===== src/rtl/wb_port_arbiter.sv =====
// wb_port_arbiter: shares the register file write port between two writeback requesters (round-robin under WB_ARB_ROUND_ROBIN_EN, else fixed req0 > req1)
module wb_port_arbiter #(
  parameter int ADDR_WIDTH = 5,
  parameter int DATA_WIDTH = 32
) (
  input  logic                  clk,
  input  logic                  reset,
  input  logic                  flush,
  input  logic                  req0_valid,
  output logic                  req0_ready,
  input  logic [ADDR_WIDTH-1:0] req0_addr,
  input  logic [DATA_WIDTH-1:0] req0_data,
  input  logic                  req1_valid,
  output logic                  req1_ready,
  input  logic [ADDR_WIDTH-1:0] req1_addr,
  input  logic [DATA_WIDTH-1:0] req1_data,
  output logic                  wr_en,
  output logic [ADDR_WIDTH-1:0] wr_addr,
  output logic [DATA_WIDTH-1:0] wr_data,
  output logic                  busy
);
  logic                  full0, full1, grant0, grant1, acc0, acc1;
  logic [ADDR_WIDTH-1:0] addr0, addr1;
  logic [DATA_WIDTH-1:0] data0, data1;
`ifdef WB_ARB_ROUND_ROBIN_EN
  // prio1 set means req1 wins the next contention
  logic prio1;
  assign grant0 = !flush && full0 && (!full1 || !prio1);
  assign grant1 = !flush && full1 && (!full0 || prio1);
  always_ff @(posedge clk)
    if (reset) prio1 <= 1'b0;
    else if (!flush && full0 && full1) prio1 <= grant0;
`else
  assign grant0 = !flush && full0;
  assign grant1 = !flush && full1 && !full0;
`endif
  assign req0_ready = !reset && !flush && (!full0 || grant0);
  assign req1_ready = !reset && !flush && (!full1 || grant1);
  // x0 writes are handshaken but dropped here
  assign acc0 = req0_valid && req0_ready && (req0_addr != '0);
  assign acc1 = req1_valid && req1_ready && (req1_addr != '0);
  assign busy = full0 || full1 || wr_en;
  always_ff @(posedge clk) begin
    if (reset) begin
      full0   <= 1'b0;
      full1   <= 1'b0;
      wr_en   <= 1'b0;
      wr_addr <= '0;
      wr_data <= '0;
    end else begin
      full0 <= acc0 || (full0 && !grant0 && !flush);
      full1 <= acc1 || (full1 && !grant1 && !flush);
      wr_en <= grant0 || grant1;
      if (grant0 || grant1) begin
        wr_addr <= grant0 ? addr0 : addr1;
        wr_data <= grant0 ? data0 : data1;
      end
    end
    if (acc0) begin
      addr0 <= req0_addr;
      data0 <= req0_data;
    end
    if (acc1) begin
      addr1 <= req1_addr;
      data1 <= req1_data;
    end
  end
endmodule


===== config.mk =====
export PLATFORM = sky130hd
export DESIGN_NAME = wb_port_arbiter
export DESIGN_NICKNAME = d
export VERILOG_FILES = /design/src/rtl/wb_port_arbiter.sv
export SDC_FILE = /design/constraint.sdc
export NUM_CORES = 1
export LEC_CHECK = 0
export ABC_AREA = 1
export CORE_UTILIZATION = 51
export DETAILED_ROUTE_END_ITERATION = 8
export PLACE_DENSITY_LB_ADDON = 0.2
export SKIP_LAST_GASP = 1
export SLEW_MARGIN = 40
export SYNTH_ARGS = -nofsm -noshare
export SYNTH_HDL_FRONTEND = slang
export SYNTH_SLANG_ARGS = --single-unit

===== constraint.sdc =====
create_clock -name clk -period 4.47 [get_ports clk]
set_input_delay 1.1175 -clock clk [delete_from_list [all_inputs] [get_ports clk]]
set_output_delay 1.1175 -clock clk [all_outputs]
set_load 0.01 [all_outputs]

# == After elaboration in Yosys (flattened, before gate mapping) ==
# Cells that the tools add are included.
# word_totals
reg_bits,114
# classes
reduce_logical,29
mux,2
# ops
operator,n
two-way mux 32 bit,1
logical AND 1 bit,14
nonzero test 5 bit,2
logical OR 1 bit,7
logical NOT 1 bit,6
two-way mux 5 bit,1

# == Depth between registers and ports, before layout ==
# depth
word_depth,8
ltp_mapped,9

# == Worst setup path after synthesis ==
# OpenSTA, ideal clock, no wires.
# synth_timing
kind,input port to flip-flop
startpoint,input port flush
endpoint,"register addr1[0], enable pin"
required_ns,4.078
setup_slack_ns,1.729
arrival_ns,2.350
setup_ns,0.392
path_stages,5
n_path_buf,0
cell_sequence,nor2_1 nand2_1 nor2_1 nand2_1 inv_1
# synth_between
elab_chain_len,7
# synth_lines
item,line_no,rtl
from (decl),8,"input logic flush,"
logical NOT 1 bit *,"35, 38",
logical AND 1 bit (2 in a row),35,assign grant1 = !flush && full1 && !full0;
logical OR 1 bit,38,assign req1_ready = !reset && !flush && (!full1 || grant1);
logical AND 1 bit *,38,
logical AND 1 bit * (2 in a row),41,assign acc1 = req1_valid && req1_ready && (req1_addr != '0);
net acc1,22,"logic full0, full1, grant0, grant1, acc0, acc1;"
to (signal assigned),64,addr1 <= req1_addr;
to (decl),23,"logic [ADDR_WIDTH-1:0] addr0, addr1;"
# Mark *: on every way through the listed nets, which the timed path passes. The rest lies on a longest branch.
# A chain may end at the register's enable or synchronous reset.

# == Worst setup path after layout ==
# layout_timing
startpoint,input port reset
endpoint,output port req1_ready
# layout_between
elab_chain_len,3
# layout_lines
item,line_no,rtl
from (decl),7,"input logic reset,"
logical NOT 1 bit,38,
logical AND 1 bit (2 in a row),38,
to (decl),14,"output logic req1_ready,"
# Every way passes these cells.

==> metrics <==
# diodes 0; initial core utilization 0.531; Clock Skew 0.00701 ns; gpl congestion 0.804; Worst EP required 3.35 ns; area taken by multi-input logic gates 1060 um^2; library cells used by synthesis 16; HPWL Detailed 5730 um; Port Buf Inserts 119; P_int 2130 uW; Clock Sink Count 114; vias in the first global route 3,093; Comb pwr share 0.076; most frequent cells in the layout nand2_1, clkdlybuf4s50_1, nor2_1; largest net degree at the start of global routing 45; Hold Path Depth 4; Final min period 3.68 ns; most common cell after layout, fill and taps aside nand2_1; Worst-Skew Late Latency 0.50 ns; Cells after Synth 455; Cell Count, Final, Fillers Out 697; total negative slack 0 ns; WP data arrival 2.56 ns; First-pass DRT Iterations 4; layout filler cell count 575; initial antenna violation count 0; pwr/cell area 435 nW/um^2; Yosys reg bits 114; Slew headroom 0.507; CP Class input pin to primary output; post-route ant nets 0; Post-CTS Setup Repair Bufs 0; IO Pins 120; TritonCTS clock tree yes; Sw Share 0.209; Clk pwr share 0.484; Psw 564 uW; period utilization 0.822; die area 8970 um^2; Hold Path Class flop to flop; crit start category input pin; MaxCap Viol Count 0; vias per inst 4.67; area grow syn2layout 41.3%; reg-to-reg slack, setup 2.60 ns; CP Max Fanout 4; first-pass GRT wire length 13,900 um; nets 658; layout cells sized above 1 0.0642; Worst-path clk slew 0.05 ns; Worst setup EP type primary output; worst vdd ir 0.268 mV; Total Routing Usage GR 0.215; reg2reg end wr_data[29]; Die Span Y 94.7 um; CTS buffer count 17; unrepaired setup endpoints after global routing no; final wirelength 8990 um; Root Buffer Master clkbuf_8; via count 3,257; Seq/Total Area, Yosys 0.689; GR Overflow Total 0; syn_nets 534; Reg2Reg Depth 5; dominant cell type by area after synthesis edfxtp_1; status finished clean; FMAX 0.272 GHz; Clock H-tree levels 4; Yosys top cell area share 0.507; DR iter-0 viols 76; Mean Syn Cell Area 9.64 um^2; CTS Buffer Depth 2; Core ar. 8260 um^2; Leakage 0.00262 uW; final slew viol count 0; row count 33; RR Startpoint full0; Area contributors post-synth edfxtp_1, dfxtp_1, nand2_1; final setup vio count 0; hold bufs inserted after CTS 0; hold_sp wr_addr[4]; Residual DRC 0; Hold Vio Cnt, Final 0; Mapped Area 4390 um^2; Chip Width 94.7 um; Slew @ Worst Pin 0.736 ns; share of power burned in registers 0.440; Worst Hold Endpoint wr_addr[4]; post-cts resize count 0; Routed wire per std cell 12.9 um; Cell Count Post-Placement 665; register area 3020 um^2; Syn. warnings 0
registers in the layout, summed over array words and instances (netlist names):
name and flops:
data0 32, data1 32, wr_data 32, addr0 5
addr1 5, wr_addr 5, full0 1, full1 1
wr_en 1
logic make-up (layout without fill, tap and decap cells):
family	Yosys count	after routing	share of synthesized area
buffers and inverters	64	201	0.0710
and+or+nand+nor	275	275	0.237
DFF	114	114	0.689
AOI/OAI and AO/OA	2	2	0.00228
worst max path at each step:
stage,slack [ns],end,cells past startpoint,start
final,0.79,req1_ready,5,reset
after detailed placement,0.79,req1_ready,5,reset
after floorplan,1.73,addr1[0],5,flush
after global routing,0.66,req1_ready,5,reset
after CTS,0.79,req1_ready,5,reset
after global placement,0.94,req1_ready,5,reset
routing by layer:
metal / part of all wire / vias up / global-route usage
li1: - / 1652 / -
met4: 0.023 / 0 / 0.116
met1: 0.39 / 1470 / 0.222
met5: 0 / - / 0
met2: 0.53 / 115 / 0.385
met3: 0.060 / 20 / 0.0668
layout make-up:
class,count,share of cell area
inverters,45,0.0273
clock buffers,19,0.0680
clock inverters,13,0.0260
flip-flops and latches,114,0.488
well taps,105,0.0212
multi-input cells,277,0.171
repair buffers,124,0.198
worst max-delay path, cell delays in order:
cell and delay (ns):
clkdlybuf4s50_1 0.47, nor2_1 0.24, nand2_1 0.11, inv_1 0.07
clkdlybuf4s50_1 0.55
power by group through the flow:
stage / registers [uW] / clock network [uW] / logic, uW
6_report: 1190 / 1310 / 205
3_3_place_gp: 1210 / 0 / 200
4_1_cts: 1190 / 1320 / 207
3_5_place_dp: 1210 / 0 / 205
2_1_floorplan: 1210 / 0 / 75.7
5_1_grt: 1190 / 1370 / 225
metrics by stage:
stage	util	hold WS [ns]	setup slack [ns]	area (um^2)	total power, uW
after floorplan	-	0.460	1.73	4390	1290
after global placement	0.680	0.501	0.937	5610	1410
after detailed placement	0.680	0.503	0.787	5610	1410
after CTS	0.750	0.513	0.786	6200	2720
after global routing	0.750	0.535	0.661	6200	2790
final	0.750	0.512	0.794	6200	2700
cell usage after synthesis:
library cell,instances
or3_1,1
nand3_1,1
clkbuf_1,3
nor2_1,80
nor3_1,1
o21ai_1,1
inv_2,2
inv_1,43
edfxtp_1,74
buf_6,5
dfxtp_1,40
nand3b_1,1
buf_4,8
buf_2,3
nand2_1,191
a21oi_1,1
Note: power is estimated with default switching activity, not from simulation.
